File: src/rtl/uart_reg_bank.sv
// UART register bank: decodes received packets into per-channel shadow registers,
// commits shadow to active (deferred while busy) and streams ack/readback frames.
module uart_reg_bank #(
  parameter int unsigned NUM_CHANNELS = 4,
  parameter int unsigned PAT_WIDTH    = 32
) (
  input  logic                              clk_50M,
  input  logic                              rst_n,
  input  logic [7:0]                        func_reg,
  input  logic [87:0]                       rev_data,
  input  logic                              pack_done,
  input  logic [NUM_CHANNELS-1:0]           ch_busy,
  output logic [8*NUM_CHANNELS-1:0]         hs_ctrl_sta,
  output logic [8*NUM_CHANNELS-1:0]         duty_num,
  output logic [16*NUM_CHANNELS-1:0]        pulse_dessert,
  output logic [8*NUM_CHANNELS-1:0]         pulse_num,
  output logic [PAT_WIDTH*NUM_CHANNELS-1:0] pat,
  output logic [8*NUM_CHANNELS-1:0]         ls_ctrl_sta,
  output logic [NUM_CHANNELS-1:0]           commit_pending,
  output logic [7:0]                        tx_data,
  output logic                              tx_valid,
  input  logic                              tx_ready,
  output logic                              resp_busy,
  output logic [7:0]                        drop_cnt
);

  localparam int unsigned N         = NUM_CHANNELS;
  localparam int unsigned PAT_BYTES = PAT_WIDTH / 8;
  localparam int unsigned RB_LEN    = 9 + PAT_BYTES;
  localparam int unsigned IDX_W     = $clog2(RB_LEN);

  localparam logic [7:0] FN_HS     = 8'h01;
  localparam logic [7:0] FN_LS     = 8'h02;
  localparam logic [7:0] FN_COMMIT = 8'h03;
  localparam logic [7:0] FN_RB     = 8'h04;
  localparam logic [7:0] ACK_OK    = 8'h00;
  localparam logic [7:0] ACK_BADCH = 8'h01;
  localparam logic [7:0] ACK_BADFN = 8'h02;
  localparam logic [7:0] SYNC_BYTE = 8'hA5;

  typedef struct packed {
    logic [7:0]           hs;
    logic [7:0]           duty;
    logic [15:0]          gap;
    logic [7:0]           pnum;
    logic [PAT_WIDTH-1:0] pat;
    logic [7:0]           ls;
  } ch_regs_t;

  typedef enum logic {ST_IDLE, ST_SEND} state_t;

  ch_regs_t             shadow_q [N];
  ch_regs_t             active_q [N];
  logic [N-1:0]         pending_q;
  logic [7:0]           frame_q  [RB_LEN];
  logic [IDX_W-1:0]     idx_q;
  logic [IDX_W-1:0]     last_q;
  state_t               state_q, state_nxt;

  logic [7:0]           ch_c;
  logic                 ch_ok_c;
  logic                 bcast_c;
  logic [N-1:0]         wr_sel_c;
  logic [N-1:0]         commit_c;
  logic [N-1:0]         copy_c;
  logic [7:0]           status_c;
  logic                 rb_ok_c;
  logic [PAT_WIDTH-1:0] pkt_pat_c;
  ch_regs_t             rb_c;
  logic [7:0]           frame_c  [RB_LEN];
  logic [IDX_W-1:0]     last_c;
  logic                 hs_c;
  logic                 accept_c;
  logic                 last_hs_c;
  logic                 unused_ok;

  // rev_data11 and pattern bytes beyond PAT_BYTES carry nothing for this block
  assign unused_ok = ^rev_data;

  // Packet decode: write selects, commit mask and response status
  always_comb begin
    ch_c     = rev_data[7:0];
    ch_ok_c  = ch_c < 8'(N);
    bcast_c  = ch_c == 8'hFF;
    wr_sel_c = '0;
    commit_c = '0;
    status_c = ACK_OK;
    rb_ok_c  = 1'b0;
    case (func_reg)
      FN_HS, FN_LS: begin
        for (int i = 0; i < int'(N); i++)
          wr_sel_c[i] = pack_done && (bcast_c || ch_c == 8'(i));
        if (!(ch_ok_c || bcast_c)) status_c = ACK_BADCH;
      end
      FN_COMMIT: commit_c = pack_done ? rev_data[N-1:0] : '0;
      FN_RB: begin
        if (ch_ok_c) rb_ok_c = 1'b1;
        else         status_c = ACK_BADCH;
      end
      default: status_c = ACK_BADFN;
    endcase
    for (int i = 0; i < int'(N); i++)
      copy_c[i] = !ch_busy[i] && (pending_q[i] || commit_c[i]);
  end

  // Pattern payload, rev_data7 most significant
  always_comb begin
    pkt_pat_c = '0;
    for (int b = 0; b < int'(PAT_BYTES); b++)
      pkt_pat_c[PAT_WIDTH-1-8*b -: 8] = rev_data[8*(7+b)-1 -: 8];
  end

  // Response frame image, snapshotting active registers at the decode cycle
  always_comb begin
    rb_c = active_q[0];
    for (int i = 0; i < int'(N); i++)
      if (ch_c == 8'(i)) rb_c = active_q[i];
    for (int k = 0; k < int'(RB_LEN); k++) frame_c[k] = 8'h00;
    frame_c[0] = SYNC_BYTE;
    frame_c[1] = func_reg;
    frame_c[2] = status_c;
    last_c     = IDX_W'(2);
    if (rb_ok_c) begin
      frame_c[3] = rb_c.hs;
      frame_c[4] = rb_c.duty;
      frame_c[5] = rb_c.gap[15:8];
      frame_c[6] = rb_c.gap[7:0];
      frame_c[7] = rb_c.pnum;
      for (int b = 0; b < int'(PAT_BYTES); b++)
        frame_c[8+b] = rb_c.pat[PAT_WIDTH-1-8*b -: 8];
      frame_c[8+PAT_BYTES] = rb_c.ls;
      last_c = IDX_W'(RB_LEN - 1);
    end
  end

  // Shadow writes and commits; a same-edge commit copies the pre-write shadow
  always_ff @(posedge clk_50M) begin
    if (!rst_n) begin
      for (int i = 0; i < int'(N); i++) begin
        shadow_q[i] <= '0;
        active_q[i] <= '0;
      end
      pending_q <= '0;
    end else begin
      for (int i = 0; i < int'(N); i++) begin
        if (copy_c[i]) begin
          active_q[i]  <= shadow_q[i];
          pending_q[i] <= 1'b0;
        end else if (commit_c[i]) begin
          pending_q[i] <= 1'b1;
        end
        if (wr_sel_c[i]) begin
          if (func_reg == FN_HS) begin
            shadow_q[i].hs   <= rev_data[15:8];
            shadow_q[i].duty <= rev_data[23:16];
            shadow_q[i].gap  <= {rev_data[31:24], rev_data[39:32]};
            shadow_q[i].pnum <= rev_data[47:40];
            shadow_q[i].pat  <= pkt_pat_c;
          end else begin
            shadow_q[i].ls   <= rev_data[15:8];
          end
        end
      end
    end
  end

  always_ff @(posedge clk_50M) begin
    if (!rst_n) state_q <= ST_IDLE;
    else        state_q <= state_nxt;
  end

  always_comb begin
    state_nxt = state_q;
    accept_c  = 1'b0;
    last_hs_c = 1'b0;
    hs_c      = tx_valid && tx_ready;
    case (state_q)
      ST_IDLE: begin
        if (pack_done) begin
          state_nxt = ST_SEND;
          accept_c  = 1'b1;
        end
      end
      ST_SEND: begin
        if (hs_c && idx_q == last_q) begin
          state_nxt = ST_IDLE;
          last_hs_c = 1'b1;
        end
      end
      default: state_nxt = ST_IDLE;
    endcase
  end

  // Transmit datapath; tx_data only moves on a handshake
  always_ff @(posedge clk_50M) begin
    if (!rst_n) begin
      tx_data   <= 8'h00;
      tx_valid  <= 1'b0;
      resp_busy <= 1'b0;
      drop_cnt  <= 8'h00;
      idx_q     <= '0;
      last_q    <= '0;
      for (int k = 0; k < int'(RB_LEN); k++) frame_q[k] <= 8'h00;
    end else begin
      if (accept_c) begin
        frame_q   <= frame_c;
        last_q    <= last_c;
        idx_q     <= '0;
        tx_data   <= frame_c[0];
        tx_valid  <= 1'b1;
        resp_busy <= 1'b1;
      end else if (last_hs_c) begin
        tx_valid  <= 1'b0;
        resp_busy <= 1'b0;
      end else if (state_q == ST_SEND && hs_c) begin
        idx_q   <= idx_q + IDX_W'(1);
        tx_data <= frame_q[idx_q + IDX_W'(1)];
      end
      if (pack_done && state_q == ST_SEND && drop_cnt != 8'hFF)
        drop_cnt <= drop_cnt + 8'd1;
    end
  end

  for (genvar g = 0; g < int'(N); g++) begin : g_flat
    assign hs_ctrl_sta[8*g +: 8]            = active_q[g].hs;
    assign duty_num[8*g +: 8]               = active_q[g].duty;
    assign pulse_dessert[16*g +: 16]        = active_q[g].gap;
    assign pulse_num[8*g +: 8]              = active_q[g].pnum;
    assign pat[PAT_WIDTH*g +: PAT_WIDTH]    = active_q[g].pat;
    assign ls_ctrl_sta[8*g +: 8]            = active_q[g].ls;
  end

  assign commit_pending = pending_q;

endmodule

File: config.mk
export PLATFORM = sky130hd
export DESIGN_NAME = uart_reg_bank
export DESIGN_NICKNAME = d
export VERILOG_FILES = /design/src/rtl/uart_reg_bank.sv
export SDC_FILE = /design/constraint.sdc
export NUM_CORES = 1
export LEC_CHECK = 0
export BUFFER_PORTS_ARGS = -buffer_cell sky130_fd_sc_hd__clkbuf_2
export CORE_UTILIZATION = 45
export DETAILED_ROUTE_END_ITERATION = 7
export PLACE_DENSITY = 0.62
export SYNTH_ARGS = -nofsm -noshare
export SYNTH_HDL_FRONTEND = slang
export SYNTH_SLANG_ARGS = --single-unit
export TNS_END_PERCENT = 100
File: constraint.sdc
create_clock -name clk_50M -period 13.1 [get_ports clk_50M]
set_clock_uncertainty 0.2 [all_clocks]
set_input_delay 1.31 -clock clk_50M [delete_from_list [all_inputs] [get_ports clk_50M]]
set_output_delay 1.31 -clock clk_50M [all_outputs]
set_load 0.02 [all_outputs]
==> results, run 1 <==
- The first global-routing pass estimated roughly 140000 um of wire.
- After layout, the worst setup slack is 8.34 ns.
- The area growth from synthesis to layout is 17.6%.
- The count of pins over their slew limit is 0.
- After layout, the worst path uses a little over a third of the clock period.
- The worst slew margin relative to its limit is between 20% and 30%.
- Counting flops and latches in the post-synthesis netlist gives 759.
- Entering global routing, the biggest net connects 150 pins.
- The root buffer selected by CTS is sky130_fd_sc_hd__clkbuf_16.
- The via count of the routed design is ~22000.
- The TritonCTS clock tree is yes.
- The detailed-route wire length per cell is 24.6 um.
- The xor/xnor share of the synthesized area is less than 1%.
- When the netlist entered floorplanning its net count stood at 2615.
- For this design the ratio of total power to cell area is between 100 and 150 mW/mm^2.
- Cells with a size suffix above 1 make up between 20 and 25% of the layout.
- The clock sink total is 759.
- The number of global-route vias before repair is 21400.
- The total overflow left after global routing is 0.
- For this configuration, the core starts out at a cell density of 45.9%.
- Setup repair after global routing left no endpoint under its margin.
- The remaining routing DRC violations is 0.
- During I/O placement, the number of pins put on the boundary was 446.
- The detailed-placement wirelength estimate is a little under 60000 um.
- After the last flow step, the layout net total stands at 2959.
- The run finished with clean final reports.
- The area enclosed by the die boundary is 0.0729 mm^2.
- The total count of hold-check failures in the final report is 0.
- The maximum resistive drop on vdd is 0.128 mV.
- In the synthesized netlist the dominant register cell turns out to be sky130_fd_sc_hd__edfxtp_1.
- Summing the areas of all fa, ha and maj instances in the mapped netlist gives 0.0774% of the synthesized area.
- The synthesized area divided by synthesized cell count is between 10 and 15 um^2.
- The final count of negative-setup-slack endpoints is 0.
- The placeable core area is 0.0705 mm^2.
- The largest fanout on the critical path is roughly 150.
- STA classifies the critical path startpoint as a primary input.
- Gates resized during post-CTS repair numbered 0.
- The count of synthesis-stage warnings from yosys is 0.
- The die span in x is 270 um.
- The critical path in this run is classified as in2reg.
- The count of flip-flops with a built-in enable after synthesis is 640.
- After synthesis, flip-flops and latches occupy 66.8% of the total area.
- The leakage component of the power is 15.4 nW.
- The core utilization of the finished layout is 53.9%.
- Clock-pin slew was measured on the worst setup and hold paths at 0.06 ns.
- The worst setup slack before clock tree synthesis is 7.74 ns.
- The die outline height is 270 um.
- Based on the critical path, the design can be clocked at up to 210 MHz.
- The count of unique library cells instantiated by Yosys is 50.
- In this run the tool buffered the top-level ports with 437 buffer cells.
- The simple-gate share of the synthesized area is 20.2%.
- Counting I/O delays and the setup requirement, the final critical path takes between 4 and 5 ns.
- The worst setup path is captured at a register.
- The clock latency on the worst-skew pair is 0.63 ns.
- The routed design has ~95000 um of wire.
- The path category of the worst min-delay check is reg2reg.
- Summing all flip-flop and latch instances after layout gives 0.0216 mm^2.
- The count of filler cells inserted in the layout is slightly below 6000.
- The number of antenna violations at the first check in global routing is 3.
- The final-layout worst hold slack is 0.255 ns.
- The global placement routability congestion is between 0.8 and 0.9.
- Once the clock tree was built, the setup fixing pass inserted 0 buffers.
- The count of nets left with antenna violations once routing finished came out at 0.
- The total global-route track usage is between 20% and 30%.
- CTS built an H-tree with a depth of 3.
- The multi-input combinational cell area is 0.0100 mm^2.
- The number of vias per cell after detailed routing is 5.59.
- Summing every instance area after synthesis gives between 0.03 and 0.04 mm^2.
- In the final timing run, aggregate negative setup slack is 0 ns.
- The mux share of post-synthesis cell area is under 10%.
- The arrival time at the worst endpoint is 4.80 ns.
- The total power after layout is 5.34 mW.
- By area, the combinational part of the netlist is dominated by simple AND/OR/NAND/NOR gates.
- For this design, the CTS-stage hold fixing added 0 buffers.
- The synthesized netlist devotes slightly below 6% of its cell area to compound gates.
- At the worst endpoint, the required time is roughly 13 ns.
- In the synthesized netlist the async set-or-reset flop fraction comes to 0%.
- Counting the buffers created by CTS gives 82.
- The number of standard cells after synthesis is 2509.
- The number of design-rule violations left by the first detailed-router iteration is 1709.
- The pre-antenna-repair detailed-routing pass consisted of 7 iterations.
- The number of standard-cell rows in the floorplan is a little under 100.
- The slew at the pin with the worst max-slew slack is 1.16 ns.
- Counting along the longest clock path gives a buffer depth of 3.
- The number of maximum-capacitance constraint violations is 0.
-- cells by family (layout without fill, tap and decap cells) --
group,count (synthesis),in the layout
buf+inv,213,627
xor+xnor,12,12
simple gates,1099,1099
fa+ha+maj,2,2
compound gates,316,316
mux,108,108
other cells,0,2
flops,759,759
-- final cells by class --
class	count	area share, %
clock inverter	40	1.15
multi-input combinational	1537	26.4
clock buffer	114	6.01
inverter	1	0.00987
tap	940	3.09
sequential	759	56.8
timing repair buffer	472	6.52
antenna	2	0.0132
-- worst paths after layout --
path	from	end	slack (ns)	cells past startpoint
max	rev_data[1]	shadow_q[2][59]	8.34	5
min	frame_q[28]	frame_q[28]	0.25	2
min reg2reg	frame_q[28]	frame_q[28]	0.25	2
max reg2reg	idx_q[0]	tx_data[4]	9.66	6
-- metal layers --
| layer | track usage [%] | wire length (um) |
|---|---|---|
| met5 | 0 | 0 |
| met4 | 7.66 | 2300 |
| met3 | 6.06 | 7560 |
| met2 | 43.4 | 46600 |
| met1 | 32.8 | 38500 |
-- registers in the layout, indices dropped and copies added (netlist names) --
signal	flops
drop_cnt	8
resp_busy	1
idx_q	4
frame_q	91
shadow_q	320
commit_pending	4
active_q	320
state_q	1
last_q	2
tx_data	8
-- stage by stage --
stage | instances | instance area [um^2]
global route | 3863 | 38000
floorplan | 2509 | 32300
CTS | 3863 | 38000
detailed placement | 3709 | 35300
finish | 3865 | 38000
global placement | 3709 | 35300
-- placed cells by master, fill, tap and decap left out, drive strengths merged, types with 2 or more instances in the layout --
cell    Yosys  final
and2      333    333
or3         2      2
o21a        4      4
a31oi       4      4
xor2        4      4
o31ai      85     85
and3      327    327
and4        2      2
a211oi      3      3
dfxtp     119    119
mux2i      90     90
buf        41     37
o211ai      4      4
o21ai     103    103
a21boi      9      9
nand3     102    102
bufinv      0      8
a41oi       2      2
nor2b       8      8
o211a       2      2
nand3b     81     81
edfxtp    640    640
a21oi      94     94
mux4       16     16
nand4       5      5
or2b        2      2
nor2       21     21
clkinv      0     26
clkbuf    171    549
inv         1      6
nor3b       7      7
ha          2      2
xnor2       8      8
nor3        3      3
or2        80     80
diode       0      2
nand2     125    125
mux2        2      2
o221a       4      4
-- worst max-delay path, cell delays in order --
cell                      delay [ns]
sky130_fd_sc_hd__buf_8          0.50
sky130_fd_sc_hd__buf_12         0.59
sky130_fd_sc_hd__nand2_1        0.25
sky130_fd_sc_hd__o21ai_4        0.86
sky130_fd_sc_hd__buf_4          0.85
-- Yosys cell counts, drive strengths merged, types with 3 or more instances --
master | count | share of area (%)
nand3 | 102 | 1.6
xnor2 | 8 | 0.22
nand2 | 125 | 1.5
clkbuf | 171 | 2.0
nor2 | 21 | 0.24
xor2 | 4 | 0.13
and3 | 327 | 6.3
and2 | 333 | 6.4
a31oi | 4 | 0.077
nand4 | 5 | 0.097
o21a | 4 | 0.093
mux2i | 90 | 2.8
mux4 | 16 | 1.1
o31ai | 85 | 2.0
nand3b | 81 | 1.9
nor2b | 8 | 0.15
nor3b | 7 | 0.22
a21boi | 9 | 0.21
nor3 | 3 | 0.062
o221a | 4 | 0.14
o21ai | 103 | 1.6
a211oi | 3 | 0.11
o211ai | 4 | 0.093
a21oi | 94 | 1.5
dfxtp | 119 | 7.4
edfxtp | 640 | 59
buf | 41 | 0.67
or2 | 80 | 1.5
-- power by group --
part | internal (mW) | total [mW] | switching (mW) | leakage, nW
Clock | 1.38 | 2.33 | 0.950 | 1.33
Sequential | 2.70 | 2.73 | 0.0341 | 7.34
Combinational | 0.0757 | 0.281 | 0.206 | 6.70
Total | 4.15 | 5.34 | 1.19 | 15.4
(Power assumes the default switching activity.)
==> run 2, diff against run 1 <==
PLACE_DENSITY = 0.64   (was 0.62)
clock period = 4.3 ns   (was 13.1 ns; I/O delays follow)
==> run 2 against run 1 <==
Utilization is 1.3 points higher. Register-to-register slack worse by 8.3 ns. Non-clock buffer count is 87 higher. Sequential share of layout area is 1.3 points lower. Critical path depth is 2 higher. Worst hold slack worse by 0.22 ns. Sequential power grew to 3.0 times the previous value. Die area stayed put. Count of clock-buffer cells in the layout is 8 lower. Flip-flop and latch count stayed put. First-iteration DRC count is 13% higher. Critical path type unchanged. Largest cell class unchanged. Largest power group unchanged.
==> results, run 2 (same netlist as run 1, synthesis figures left out) <==
- The total length of routed wires is 96200 um (+1.4%).
- Leaving out fill and tap cells, the most frequent cells in the layout are sky130_fd_sc_hd__edfxtp_1 (640), sky130_fd_sc_hd__clkbuf_2 (435), sky130_fd_sc_hd__and2_1 (331), sky130_fd_sc_hd__and3_1 (325), sky130_fd_sc_hd__nand2_1 (124).
- The fraction of met3 tracks used by global routing is 6.09% (+0.027 points).
- The number of global-route vias before repair is 21800 (+1.9%).
- The number of buffers inserted during clock tree synthesis is 81 (-1.2%).
- The worst slew margin relative to its limit came to 14.6% (-7.7 points).
- The hold buffer count at cts is 79 (+79).
- The largest fanout on the critical path came to 50 (-66%).
- TritonCTS built the clock tree.
- The maximum number of pins on one net before global-route repair was 159 (+6.0%).
- The maximum resistive drop on vdd is 0.302 mV (+140%).
- The delay contributed by the slowest stage of the critical path came to 0.81 ns (-0.05 ns).
- The number of standard-cell rows in the floorplan is 97 (unchanged).
- The most heavily used metal layer in global routing is met2.
- The maximum level of the CTS H-tree is 3 (unchanged).
- The number of buffers inserted to repair setup after CTS was 0 (unchanged).
- The maximum count of clock buffers along a single path is 3 (unchanged).
- In this run the clock root is driven by a sky130_fd_sc_hd__clkbuf_16.
- The remaining routing DRC violations is 0 (unchanged).
- The area enclosed by the die boundary was 0.0729 mm^2 (unchanged).
- The kind of end point of the critical path is a register.
- The detailed-placement wirelength estimate came to 60300 um (+1.6%).
- The count of pins on the block boundary is 446 (unchanged).
- The via count of the routed design is 22000 (+1.9%).
- The number of nets with antenna violations after detailed routing is 0 (unchanged).
- For the finished layout, the period the worst path requires is 3.12 ns.
- The total negative slack was 0 ns (unchanged).
- The met2 capacity usage during global routing was 43.5% (about the same).
- The flow ran to the end, and the final reports show no timing, DRC or antenna violations.
- Setup repair after global routing left no endpoint under its margin.
- The effective utilization at floorplan was 45.9% (unchanged).
- The clock transition at the registers of the reported paths is 0.06 ns (about the same).
- The number of cells in the finished layout apart from fillers was 3948 (+2.1%).
- The clock latency on the worst-skew pair came to 0.64 ns (about the same).
- The number of buffers inserted by port buffering is 437 (unchanged).
- The first-pass GRT wire length is 141000 um (+0.50%).
- The met1 usage in global routing is 32.6% (-0.21 points).
- Static timing analysis puts the maximum clock frequency at 320 MHz.
- The total global-route track usage is 26.0% (+0.29 points).
- The number of instances in the placed design is 3717 (+0.22%).
- The total count of hold-check failures in the final report is 0 (unchanged).
- The critical path goes through dlygate4sd3_1 > clkbuf_2 > nor3_2 > and3_1 > nand2_1 > o21ai_4 > buf_4.
- The global placement routability congestion came to 0.892 (+0.73%).
- The count of cells resized by post-cts repair is 0 (unchanged).
- The clock sink total was 759 (unchanged).
- The number of detailed-routing iterations run before antenna repair is 5 (-2).
- The number of design-rule violations left by the first detailed-router iteration is 1924 (+13%).
- The number of vias per cell after detailed routing is 5.57 (-0.29%).
- The area growth from synthesis to layout is 20.4%.
- The leakage component of the power is 15.7 nW (+2.4%).
- The kind of launch point of the worst setup path is a primary input.
- The path category of the worst min-delay check is in2reg.
- The total congestion overflow is 0 (unchanged).
- The worst path required time was 4.35 ns (-8.79 ns).
- The placeable core area is 0.0705 mm^2 (unchanged).
- The final count of negative-setup-slack endpoints came to 0 (unchanged).
- The arrival time at the worst endpoint is 3.17 ns (-1.63 ns).
- The largest registers in the layout are active_q: 320 flops, shadow_q: 320 flops, frame_q: 91 flops.
- The fraction of layout cells with a size suffix above 1 came to 23.8% (-0.71 points).
- The total power density per cell area was 415 mW/mm^2 (+200%).
- The die outline height came to 270 um (unchanged).
- The count of pins over their slew limit was 0 (unchanged).
- The slew at the pin with the worst max-slew slack came to 1.27 ns (+0.115 ns).
- The number of antenna violations at the first check in global routing is 3 (unchanged).
- The final worst-path cycle share is 72.6%.
- The detailed-route wire length per cell is 24.4 um (-0.74%).
- The number of nets at the end of the flow is 3045 (+2.9%).
- The critical-path cell with the highest stage delay is sky130_fd_sc_hd__buf_4.
- The die span in x is 270 um (unchanged).
- The most common cell after layout, fill and taps aside is sky130_fd_sc_hd__edfxtp_1.
- The number of maximum-capacitance constraint violations came to 0 (unchanged).
- By startpoint and endpoint, the worst setup path is classified as in2reg.
==> run 2: cell count changes in the layout (fill, tap and decap cells not counted), moves of 2 or more <==
cell                            previous run  this run
sky130_fd_sc_hd__buf_12                    1        15
sky130_fd_sc_hd__inv_16                    0         2
sky130_fd_sc_hd__clkinv_1                 13        17
sky130_fd_sc_hd__dlygate4sd3_1             0        79
sky130_fd_sc_hd__inv_6                     5         1
sky130_fd_sc_hd__buf_4                    34        28
sky130_fd_sc_hd__clkinv_2                  9        12
sky130_fd_sc_hd__clkbuf_16                83        81
sky130_fd_sc_hd__clkbuf_8                  9         2
==> run 2: final timing paths <==
path                 from         endpoint  slack, ns  cells past startpoint
min          rev_data[15]   shadow_q[1][7]       0.03                      2
max           func_reg[3]  shadow_q[3][48]       1.18                      7
max reg2reg      idx_q[0]       tx_data[4]       1.35                      6
min reg2reg   frame_q[53]      frame_q[53]       0.26                      2
==> run 2: layer usage <==
metal	part of all wire (%)	wire length [um]
met2	49	46900
met3	7.8	7470
met4	3.7	3520
met1	40	38300
met5	0	0
==> run 2: metrics by stage <==
step           utilization (%)  setup WS [ns]  cell area (um^2)  hold slack (ns)  power (mW)
2_1_floorplan                -          0.433             32400            0.217        8.92
3_3_place_gp              50.4           1.23             35500            0.236        9.33
3_5_place_dp              50.4           1.14             35500            0.243        9.35
4_1_cts                   55.2           1.24             38900          0.00466        16.3
5_1_grt                   55.2           1.11             38900           0.0436        16.6
6_report                  55.2           1.18             38900           0.0330        16.2
==> run 2: layout make-up <==
type	count	area (um^2)
multi-input combinational	1537	10000
fill	5737	31600
timing repair buffer	559	3500
sequential	759	21600
clock buffer	106	2140
tap	940	1180
antenna	2	5.00
inverter	1	3.75
clock inverter	44	470
==> run 2: worst max-delay path, delay by kind of cell <==
kind,cells,cell delay [ns]
buffers and inverters,3,1.48
and+or+nand+nor,3,0.94
AOI/OAI and AO/OA,1,0.25
==> run 2: power breakdown <==
group          internal [mW]  switching, mW
clock                   3.97           2.95
sequential              8.22          0.105
combinational          0.287          0.644
total                   12.5           3.70
